<file path="src/rtl/counter_ctrl_if.sv">
// Register bus between a host and counter_ctrl: one outstanding request, one-cycle response pulse.
// Host drives the req_* fields; the counter block returns req_ready, rsp_valid and rsp_rdata.
interface counter_ctrl_if;
    logic        req_valid;
    logic        req_ready;
    logic        req_we;
    logic [2:0]  req_addr;
    logic [31:0] req_wdata;
    logic        rsp_valid;
    logic [31:0] rsp_rdata;

    modport master (
        output req_valid, req_we, req_addr, req_wdata,
        input  req_ready, rsp_valid, rsp_rdata
    );

    modport slave (
        input  req_valid, req_we, req_addr, req_wdata,
        output req_ready, rsp_valid, rsp_rdata
    );
endinterface

</file>
<file path="src/rtl/counter_ctrl.sv">
// Compare/reload counter with a register bus; response one cycle after accept, req_ready low while it is out.
// COUNTER_CTRL_PRESCALE_EN adds an 8-bit PRESC register that divides the tick rate by PRESC+1.
module counter_ctrl (
    input  logic              clk,
    input  logic              rst_n,
    counter_ctrl_if.slave     bus,
    output logic [31:0]       count,
    output logic              irq
);
    typedef enum logic [1:0] {IDLE, RUN, DONE} state_t;

    localparam logic [2:0] ADDR_CTRL   = 3'd0;
    localparam logic [2:0] ADDR_COUNT  = 3'd1;
    localparam logic [2:0] ADDR_CMP    = 3'd2;
    localparam logic [2:0] ADDR_STATUS = 3'd3;
    localparam logic [2:0] ADDR_PRESC  = 3'd4;

    state_t      state_q, state_d;
    logic [2:0]  ctrl_q;
    logic [31:0] count_q, count_d;
    logic [31:0] cmp_q;
    logic        pend_q, pend_d;
    logic        rsp_valid_q;
    logic [31:0] rsp_rdata_q;
    logic [31:0] rd_mux;
    logic [31:0] presc_rd;

    logic accept, wr;
    logic wr_ctrl, wr_count, wr_cmp, wr_status;
    logic tick, tick_eff, match;

    assign accept    = bus.req_valid && bus.req_ready;
    assign wr        = accept && bus.req_we;
    assign wr_ctrl   = wr && (bus.req_addr == ADDR_CTRL);
    assign wr_count  = wr && (bus.req_addr == ADDR_COUNT);
    assign wr_cmp    = wr && (bus.req_addr == ADDR_CMP);
    assign wr_status = wr && (bus.req_addr == ADDR_STATUS);

    assign bus.req_ready = !rsp_valid_q;
    assign bus.rsp_valid = rsp_valid_q;
    assign bus.rsp_rdata = rsp_rdata_q;
    assign count         = count_q;
    assign irq           = pend_q && ctrl_q[2];

`ifdef COUNTER_CTRL_PRESCALE_EN
    logic [7:0] presc_q;
    logic [7:0] presc_cnt_q;
    logic       wr_presc;

    assign wr_presc = wr && (bus.req_addr == ADDR_PRESC);
    assign tick     = (state_q == RUN) && (presc_cnt_q == presc_q);
    assign presc_rd = {24'd0, presc_q};

    // Held at zero outside RUN so every entry into RUN starts a fresh prescale period.
    always_ff @(posedge clk or negedge rst_n) begin
        if (!rst_n) begin
            presc_q     <= 8'd0;
            presc_cnt_q <= 8'd0;
        end else begin
            if (wr_presc)
                presc_q <= bus.req_wdata[7:0];
            if (state_q != RUN || wr_presc || tick)
                presc_cnt_q <= 8'd0;
            else
                presc_cnt_q <= presc_cnt_q + 8'd1;
        end
    end
`else
    assign tick     = (state_q == RUN);
    assign presc_rd = 32'd0;
`endif

    // A COUNT write swallows a coincident tick entirely, including its PEND/DONE side effects.
    assign tick_eff = tick && !wr_count;
    assign match    = (count_q == cmp_q);

    always_comb begin
        state_d = state_q;
        unique case (state_q)
            IDLE: begin
                if (wr_ctrl && bus.req_wdata[0])
                    state_d = RUN;
            end
            RUN: begin
                if (wr_ctrl && !bus.req_wdata[0])
                    state_d = IDLE;
                else if (tick_eff && match && !ctrl_q[1])
                    state_d = DONE;
            end
            DONE: begin
                if (wr_ctrl)
                    state_d = bus.req_wdata[0] ? RUN : IDLE;
            end
            default: state_d = IDLE;
        endcase
    end

    always_comb begin
        count_d = count_q;
        if (wr_count)
            count_d = bus.req_wdata;
        else if (tick_eff) begin
            if (!match)
                count_d = count_q + 32'd1;
            else if (ctrl_q[1])
                count_d = 32'd0;
        end
    end

    always_comb begin
        pend_d = pend_q;
        if (tick_eff && match)
            pend_d = 1'b1;
        else if (wr_status && bus.req_wdata[0])
            pend_d = 1'b0;
    end

    always_comb begin
        rd_mux = 32'd0;
        unique case (bus.req_addr)
            ADDR_CTRL:   rd_mux = {29'd0, ctrl_q};
            ADDR_COUNT:  rd_mux = count_q;
            ADDR_CMP:    rd_mux = cmp_q;
            ADDR_STATUS: rd_mux = {31'd0, pend_q};
            ADDR_PRESC:  rd_mux = presc_rd;
            default:     rd_mux = 32'd0;
        endcase
    end

    always_ff @(posedge clk or negedge rst_n) begin
        if (!rst_n) begin
            state_q     <= IDLE;
            ctrl_q      <= 3'd0;
            count_q     <= 32'd0;
            cmp_q       <= 32'hFFFF_FFFF;
            pend_q      <= 1'b0;
            rsp_valid_q <= 1'b0;
            rsp_rdata_q <= 32'd0;
        end else begin
            state_q     <= state_d;
            count_q     <= count_d;
            pend_q      <= pend_d;
            rsp_valid_q <= accept;
            rsp_rdata_q <= (accept && !bus.req_we) ? rd_mux : 32'd0;
            if (wr_ctrl)
                ctrl_q <= bus.req_wdata[2:0];
            if (wr_cmp)
                cmp_q <= bus.req_wdata;
        end
    end
endmodule

</file>
<file path="src/flat_wrapper.sv">
// flat-port wrapper written by rule: the top's interface ports become plain ports
module counter_ctrl_flat 
  (clk, rst_n, count, irq, bus_req_valid, bus_req_we, bus_req_addr, bus_req_wdata, bus_req_ready, bus_rsp_valid, bus_rsp_rdata);
  counter_ctrl_if bus_i ();
  input  logic clk;
  input  logic rst_n;
  output logic [31:0] count;
  output logic irq;
  input wire logic [$bits(bus_i.req_valid)-1:0] bus_req_valid;
  input wire logic [$bits(bus_i.req_we)-1:0] bus_req_we;
  input wire logic [$bits(bus_i.req_addr)-1:0] bus_req_addr;
  input wire logic [$bits(bus_i.req_wdata)-1:0] bus_req_wdata;
  output wire logic [$bits(bus_i.req_ready)-1:0] bus_req_ready;
  output wire logic [$bits(bus_i.rsp_valid)-1:0] bus_rsp_valid;
  output wire logic [$bits(bus_i.rsp_rdata)-1:0] bus_rsp_rdata;
  assign bus_i.req_valid = bus_req_valid;
  assign bus_i.req_we = bus_req_we;
  assign bus_i.req_addr = bus_req_addr;
  assign bus_i.req_wdata = bus_req_wdata;
  assign bus_req_ready = bus_i.req_ready;
  assign bus_rsp_valid = bus_i.rsp_valid;
  assign bus_rsp_rdata = bus_i.rsp_rdata;
  counter_ctrl u_core (.clk(clk), .rst_n(rst_n), .bus(bus_i), .count(count), .irq(irq));
endmodule
</file>
<file path="config.mk">
export PLATFORM = sky130hd
export DESIGN_NAME = counter_ctrl_flat
export DESIGN_NICKNAME = d
export VERILOG_FILES = /design/src/rtl/counter_ctrl_if.sv /design/src/rtl/counter_ctrl.sv /design/src/flat_wrapper.sv
export SDC_FILE = /design/constraint.sdc
export NUM_CORES = 1
export LEC_CHECK = 0
export ABC_AREA = 1
export CAP_MARGIN = 20
export CORE_UTILIZATION = 37
export DETAILED_ROUTE_END_ITERATION = 8
export MAX_ROUTING_LAYER = met4
export PLACE_DENSITY = 0.62
export SLEW_MARGIN = 20
export SYNTH_ARGS = -nofsm -noshare
export SYNTH_HDL_FRONTEND = slang
export SYNTH_SLANG_ARGS = --single-unit
</file>
<file path="constraint.sdc">
create_clock -name clk -period 4.73 [get_ports clk]
set_input_delay 0.946 -clock clk [delete_from_list [all_inputs] [get_ports clk]]
set_output_delay 0.946 -clock clk [all_outputs]
set_load 0.01 [all_outputs]
</file>
# After elaboration in Yosys (flattened, before gate mapping)
# Cells that the tools add are included.
dict set report op_classes {
  add_sub_neg 1
  n_eq_ne 10
  mux 14
  n_reduce_logical 25
}
# operator count
set op_table {}
lappend op_table {{32-bit 2-to-1 mux} 5}
lappend op_table {{32-bit case mux with 4 select lines} 1}
lappend op_table {{32-bit by 1-bit adder with 32-bit output (second input constant)} 1}
lappend op_table {{32-bit == test} 1}
lappend op_table {{1-bit logical AND} 14}
lappend op_table {{2-bit 2-to-1 mux} 4}
lappend op_table {{3-bit by 2-bit == test with 1-bit output (second input constant)} 2}
lappend op_table {{2-bit case mux with 3 select lines} 1}
lappend op_table {{1-bit logical NOT} 5}
lappend op_table {{2-bit by 1-bit != test with 1-bit output (second input constant)} 2}
lappend op_table {{2-bit nonzero test} 2}
lappend op_table {{3-bit by 1-bit == test with 1-bit output (second input constant)} 1}
lappend op_table {{3-bit logical NOT} 1}
lappend op_table {{1-bit 2-to-1 mux} 3}
lappend op_table {{3-bit by 1-bit != test with 1-bit output (second input constant)} 1}
lappend op_table {{3-bit != test (second input constant)} 1}
lappend op_table {{3-bit AND reduction} 1}
lappend op_table {{2-bit by 1-bit == test with 1-bit output (second input constant)} 1}
lappend op_table {{2-bit == test (second input constant)} 1}
lappend op_table {{2-bit logical NOT} 1}
lappend op_table {{2-bit AND reduction} 1}
dict set report totals {
  register_bits 103
  input_bits 39
  output_inout_bits 67
}

# Logic depth before layout (Yosys ltp)
# Gate-level depths: netlist of the first run.
dict set report depth {
  word_depth 11
  depth_mapped 14
}

# Worst setup path before layout of the first run
# Ideal clock, no wire load.
dict set report synth_timing {
  path_type {input -> register}
  startpoint {input port bus_req_addr[0]}
  endpoint {register u_core.cmp_q[10]}
  setup_time_ns 0.082
  arrival_ns 2.013
  required_time_ns 4.648
  setup_slack_ns 2.634
  cell_stages 5
  path_buffers 1
  cell_sequence {nor2_1 nand2_1 nor2_2 buf_2 mux2_2}
}
dict set report synth_between {
  elab_chain_len 2
}
# item line_no
set synth_rtl {}
lappend synth_rtl {{start: declaration} flat_wrapper.sv:11} ;# input wire logic [$bits(bus_i.req_addr)-1:0] bus_req_addr;
lappend synth_rtl {{3-bit by 2-bit == test with 1-bit output} counter_ctrl.sv:36} ;# assign wr_cmp = wr && (bus.req_addr == ADDR_CMP);
lappend synth_rtl {{1-bit logical AND} counter_ctrl.sv:36}
lappend synth_rtl {{end signal: assignment} counter_ctrl.sv:148} ;# cmp_q <= bus.req_wdata;
lappend synth_rtl {{end: declaration} counter_ctrl.sv:21} ;# logic [31:0] cmp_q;
# Every way passes these cells.
# A chain may end at the register's enable or synchronous reset.

# Worst setup path after layout of the first run
dict set report layout_timing {
  startpoint {input port bus_req_addr[2]}
  endpoint {register u_core.count_q[17] (netlist: u_core.count[17])}
}
dict set report layout_between {
  elab_chain_len 6
  elab_cells_between_ends 8
  cone_classes {2 x eq/ne; 1 x mux; 5 x reduce/logical}
}
# item line_no
set layout_rtl {}
lappend layout_rtl {{3-bit by 1-bit == test with 1-bit output *} counter_ctrl.sv:35} ;# assign wr_count = wr && (bus.req_addr == ADDR_COUNT);
lappend layout_rtl {{1-bit logical AND *} counter_ctrl.sv:35}
lappend layout_rtl {{1-bit logical NOT} counter_ctrl.sv:74} ;# assign tick_eff = tick && !wr_count;
lappend layout_rtl {{1-bit logical AND} counter_ctrl.sv:74}
lappend layout_rtl {{2-bit nonzero test (no source line)} --}
lappend layout_rtl {{2-bit AND reduction (no source line)} --}
lappend layout_rtl {{end signal: assignment} counter_ctrl.sv:141} ;# count_q <= count_d;
lappend layout_rtl {{end: declaration} counter_ctrl.sv:20} ;# logic [31:0] count_q, count_d;
# Mark *: on every way between the ends. The rest lies on a longest branch, timed or not.

==> results of run 1 <==
-- stage by stage --
step | hold WS (ns) | std cells
2_1_floorplan | 0.429 | 819
3_3_place_gp | 0.450 | 1096
3_5_place_dp | 0.455 | 1096
4_1_cts | 0.464 | 1111
5_1_grt | 0.483 | 1112
6_report | 0.457 | 1112
-- state kept, by name (all words and copies together), names as in the netlist --
| register | count |
|---|---|
| u_core.state_q | 2 |
| u_core.count | 32 |
| u_core.bus.rsp_rdata | 32 |
| u_core.ctrl_q | 3 |
| u_core.bus.rsp_valid | 1 |
| u_core.cmp_q | 32 |
| u_core.pend_q | 1 |
-- synth_stat cells (2+ instances only) --
| cell type | count |
|---|---|
| a21oi_1 | 31 |
| buf_1 | 2 |
| buf_2 | 16 |
| buf_6 | 10 |
| clkbuf_1 | 17 |
| clkbuf_2 | 2 |
| dfrtp_1 | 71 |
| dfstp_2 | 32 |
| inv_1 | 70 |
| inv_2 | 9 |
| mux2_2 | 20 |
| nand2_1 | 329 |
| nand2_2 | 3 |
| nand3_1 | 49 |
| nand3_2 | 2 |
| nand4_1 | 21 |
| nor2_1 | 59 |
| nor2_2 | 4 |
| nor2_4 | 5 |
| o21ai_0 | 16 |
| o221ai_1 | 2 |
| xnor2_1 | 27 |
| xor2_1 | 10 |
-- power groups by stage --
stage | registers, uW | clock network [uW] | logic (uW)
final | 1430 | 721 | 1110
after global routing | 1470 | 772 | 1250
after CTS | 1430 | 745 | 1120
after detailed placement | 1440 | 0 | 1110
after global placement | 1440 | 0 | 1090
after floorplan | 1330 | 0 | 829
-- layout make-up --
class | count | area (um^2) | area share
inverter | 81 | 307 | 0.0414
sequential | 103 | 2620 | 0.353
multi-input combinational | 587 | 2850 | 0.384
clock inverter | 2 | 35.0 | 0.00473
clock buffer | 13 | 240 | 0.0324
timing repair buffer | 110 | 1090 | 0.148
tap | 216 | 270 | 0.0365
-- critical path: stages --
cell and delay, ns:
clkdlybuf4s50_1 0.50, nor2_1 0.06, nand2_1 0.14, nor2_4 0.05, buf_4 0.24, inv_2 0.46, nand2_1 0.18, nand2_4 0.35
inv_4 0.14, nand2_1 0.10, nand2_1 0.05
-- cell families after synthesis --
family / after synthesis / synth area share
simple gates: 476 / 0.330
buf+inv: 129 / 0.0972
mux: 20 / 0.0372
fa+ha+maj: 1 / 0.00207
xor+xnor: 37 / 0.0536
compound gates: 53 / 0.0476
flops: 103 / 0.433
-- path summary, 6_finish.rpt --
check | start | to | slack (ns) | cells after the start
max | bus_req_addr[2] | u_core.count[17]$_DFFE_PN0P_ | 1.71 | 11
min | u_core.state_q[0]$_DFFE_PN0P_ | u_core.state_q[0]$_DFFE_PN0P_ | 0.46 | 1
max reg2reg | u_core.bus.rsp_valid$_DFF_PN0_ | u_core.count[17]$_DFFE_PN0P_ | 2.35 | 12
min reg2reg | u_core.state_q[0]$_DFFE_PN0P_ | u_core.state_q[0]$_DFFE_PN0P_ | 0.46 | 1
max in group asynchronous | rst_n | u_core.cmp_q[18]$_DFFE_PN1P_ | 2.98 | 2
min in group asynchronous | rst_n | u_core.ctrl_q[2]$_DFFE_PN0N_ | 0.74 | 1
-- routing by layer --
layer	wire length, um	GRT usage
met3	788	0.0295
met1	7160	0.262
met4	391	0.0869
met5	0	-
met2	7160	0.308
==> flow_metrics.tcl, run 1 <==
set metrics [dict create \
    synthCells 819 \
    synth.avg_cell_area_um2 7.39 \
    seq_area_frac_synth 0.433 \
    synth_top_cell_by_area "dfrtp_1" \
    async_flop_share 1.00 \
    crit_fanout 35 \
    slew_viol_final 0 \
    clkPwrFrac 0.221 \
    layout-drive-gt1-share 0.107 \
    grt_use_total 0.200 \
    fp.dieW_um 130 \
    boundaryPins 106 \
    final_cell_area_mm2 0.00741 \
    final_common_cell "nand2_1" \
    cts.clk_slew.worst_paths_ns 0.06 \
    place_area_mm2 0.00712 \
    wl_per_cell_um 13.9 \
    overflow 0 \
    port-buffer-count 105 \
    end_kind "flop" \
    critPathLaunchType "primary input" \
    cts_sinks 103 \
    p_leak_uw 0.00325 \
    cts-resized-gates 0 \
    ir_drop_mv 0.190 \
    place_congestion 0.954 \
    combPwrFrac 0.340 \
    first_iter_violations 247 \
    finalSetupViolCount 0 \
    place_ws_ns 1.35 \
    swShare 0.366 \
    synth_fp_nets 859 \
    ys_seq_elements 103 \
    hp-class "reg2reg" \
    start_util 0.379 \
    grt_pass1_wl_um 25300 \
    relSlewSlack 0.311 \
    ys_types 35 \
    synth.top_cell.area_share 0.294 \
    fmax_mhz 331 \
    fp-row-count 46 \
    internal_power_uw 2060 \
    layout_common_cells "nand2_1, clkdlybuf4s50_1, dfrtp_1, inv_1, nor2_1" \
    drtAntennaViolNets 0 \
    grt_start_max_net_pins 75 \
    dr_total_vias 5186 \
    yosys_most_used_dff "dfrtp_1" \
    drc 0 \
    numCtsBuffers 9 \
    htreeDepth 3 \
    synth_edf_count 0 \
    outcome "completed" \
    cts_setup_buffers 0 \
    arrival_ns 3.27 \
    clk_path_buf_depth 2 \
    hold_violations 0 \
    area_delta_synth_final_pct 22.5 \
    final_nets 932 \
    fillers 1626 \
    drt_wl_total_um 15500 \
    finalPower_uw 3260 \
    setup_ws_ns 1.71 \
    drt_pass1_iterations 4 \
    die_h_um 130 \
    diodes 0 \
    via_per_inst 4.66 \
    cts_tree "done" \
    tightest_slew_ns 1.03 \
    synth_area_mm2 0.00605 \
    grt_pass1_vias 4899 \
    power_density_mw_per_mm2 439 \
    period_needed_ns 3.02 \
    core_area_mm2 0.0159 \
    switchingPower_uw 1190 \
    dieArea_mm2 0.0169 \
    clockRootBuffer "clkbuf_16" \
    synthTopCellsByArea "dfrtp_1, nand2_1, dfstp_2" \
    hpwlAfterDp_um 11000 \
    fin_worst_skew_ns 0.00687 \
    cap_violations 0 \
    antenna_found_initial 0 \
    cp.required_ns 4.98 \
    setup_tns_ns 0 \
    yosysWarnings 0 \
    final_util 0.465 \
    path_class "in2reg" \
    postCtsHoldBufs 0 \
    pwr-share-seq 0.439 \
    clock_latency_ns 0.36 \
    finalCritPeriodShare 0.639 \
    rsz0062_at_grt "no" \
]
(Power assumes the default switching activity.)
==> inputs of run 2 (changes only) <==
Settings changed: PLACE_DENSITY 0.62 to 0.65.
Clock period 4.73 ns to 2.5 ns, I/O delays scaled along.
==> run 2 against run 1 <==
Design area is 2.0% higher; via count is 1.8% higher; cell count is 1.3% higher; clock power is 100% higher; total power is 94% higher; sequential power is 87% higher; first-iteration DRC count is 21% higher; non-clock buffer count is 14 higher; wire length is 0.53% lower; clock-buffer cell count stayed put; worst setup slack worse by 1.3 ns; highest routed layer unchanged; critical path type is now reg2reg.
==> flow_metrics.tcl, run 2 (synthesis gave the netlist of run 1 again) <==
set metrics [dict create \
    fin_worst_skew_ns 0.00920 \
    first_iter_violations 298 \
    final_common_cell "nand2_1" \
    place_congestion 0.916 \
    boundaryPins 106 \
    htreeDepth 3 \
    rsz0062_at_grt "no" \
    slew_viol_final 0 \
    layout-drive-gt1-share 0.124 \
    finalCritPeriodShare 0.830 \
    cts_setup_buffers 0 \
    postCtsHoldBufs 0 \
    clock_latency_ns 0.36 \
    cp.required_ns 2.75 \
    drt_pass1_iterations 5 \
    cts_tree "done" \
    antenna_found_initial 0 \
    area_delta_synth_final_pct 25.0 \
    via_per_inst 4.69 \
    final_nets 946 \
    grt_pass1_wl_um 24900 \
    relSlewSlack 0.739 \
    grt_use_total 0.198 \
    setup_tns_ns 0 \
    wl_per_cell_um 13.7 \
    crit_fanout 26 \
    finalPower_uw 6300 \
    layout_common_cells "nand2_1, clkdlybuf4s50_1, dfrtp_1, inv_1, nor2_1" \
    clk_path_buf_depth 2 \
    overflow 0 \
    drt_wl_total_um 15400 \
    fp.dieW_um 130 \
    place_inst 1111 \
    finalSetupViolCount 0 \
    critPathLaunchType "flop" \
    core_area_mm2 0.0159 \
    fmax_mhz 482 \
    start_util 0.379 \
    stdcell_count 1127 \
    fillers 1595 \
    dr_total_vias 5280 \
    arrival_ns 2.32 \
    die_h_um 130 \
    diodes 0 \
    hp-class "in2async" \
    end_kind "flop" \
    port-buffer-count 105 \
    numCtsBuffers 9 \
    cts.clk_slew.worst_paths_ns 0.07 \
    p_leak_uw 0.00334 \
    clockRootBuffer "clkbuf_16" \
    dieArea_mm2 0.0169 \
    grt_start_max_net_pins 45 \
    ir_drop_mv 0.358 \
    outcome "completed" \
    seqCellArea_mm2 0.00262 \
    hold_violations 0 \
    tightest_slew_ns 0.392 \
    hpwlAfterDp_um 11500 \
    grt_pass1_vias 4824 \
    cts-resized-gates 0 \
    cap_violations 0 \
    fp-row-count 46 \
    drc 0 \
    period_needed_ns 2.08 \
    drtAntennaViolNets 0 \
    path_class "reg2reg" \
    power_density_mw_per_mm2 833 \
    worst_hold_slack_ns 0.0554 \
    multi_input_area_mm2 0.00285 \
    cts_sinks 103 \
]
-- run 2: changes by cell type in the layout (fill, tap and decap cells not counted) --
cell        change
clkbuf_1        -2
clkbuf_8        +2
buf_12          +2
buf_8           -1
inv_1           +2
clkinv_1        -2
clkinvlp_4      +1
buf_4          +13
-- run 2: path summary, 6_finish.rpt --
kind	from	to	slack [ns]	depth (start not counted)
setup / recovery	u_core.count[31]$_DFFE_PN0P_	u_core.count[17]$_DFFE_PN0P_	0.42	10
hold / removal	rst_n	u_core.ctrl_q[2]$_DFFE_PN0N_	0.06	1
setup reg to reg	u_core.count[31]$_DFFE_PN0P_	u_core.count[17]$_DFFE_PN0P_	0.42	10
hold reg to reg	u_core.state_q[0]$_DFFE_PN0P_	u_core.state_q[0]$_DFFE_PN0P_	0.47	1
max in group asynchronous	rst_n	u_core.cmp_q[30]$_DFFE_PN1P_	1.75	2
min in group clk	u_core.state_q[0]$_DFFE_PN0P_	u_core.state_q[0]$_DFFE_PN0P_	0.47	1
-- run 2: power by group --
part | internal, uW | switching [uW] | total (uW)
Clock | 831 | 637 | 1470
Sequential | 2120 | 557 | 2670
Combinational | 1060 | 1100 | 2160
-- run 2: layout make-up --
class | instances | area share
clock buffer | 13 | 0.0344
clock inverter | 3 | 0.00563
inverter | 81 | 0.0405
multi-input combinational | 587 | 0.377
sequential | 103 | 0.346
tap | 216 | 0.0357
timing repair buffer | 124 | 0.161
-- run 2: per-stage QoR --
| stage | instance area [um^2] | util | setup slack, ns |
|---|---|---|---|
| 6_report | 7560 | 0.474 | 0.424 |
| 5_1_grt | 7560 | 0.474 | 0.204 |
| 4_1_cts | 7560 | 0.474 | 0.391 |
| 3_5_place_dp | 7260 | 0.455 | 0.215 |
| 3_3_place_gp | 7260 | 0.455 | 0.307 |
| 2_1_floorplan | 6050 | - | 0.850 |
-- run 2: critical path, cell delays in order (launching register included) --
cell	delay (ns)
dfrtp_1	0.46
xnor2_1	0.27
nand2_1	0.11
nor2_1	0.12
nand2_1	0.14
nor2_4	0.17
nand3_4	0.10
nand2_4	0.27
inv_4	0.15
nand2_1	0.09
nand2_1	0.05
-- run 2: routing by layer --
metal,part of all wire,track usage,wire length [um]
met1,0.48,0.265,7440
met2,0.46,0.305,7050
met3,0.042,0.0287,655
met4,0.017,0.0691,265
met5,0,-,0
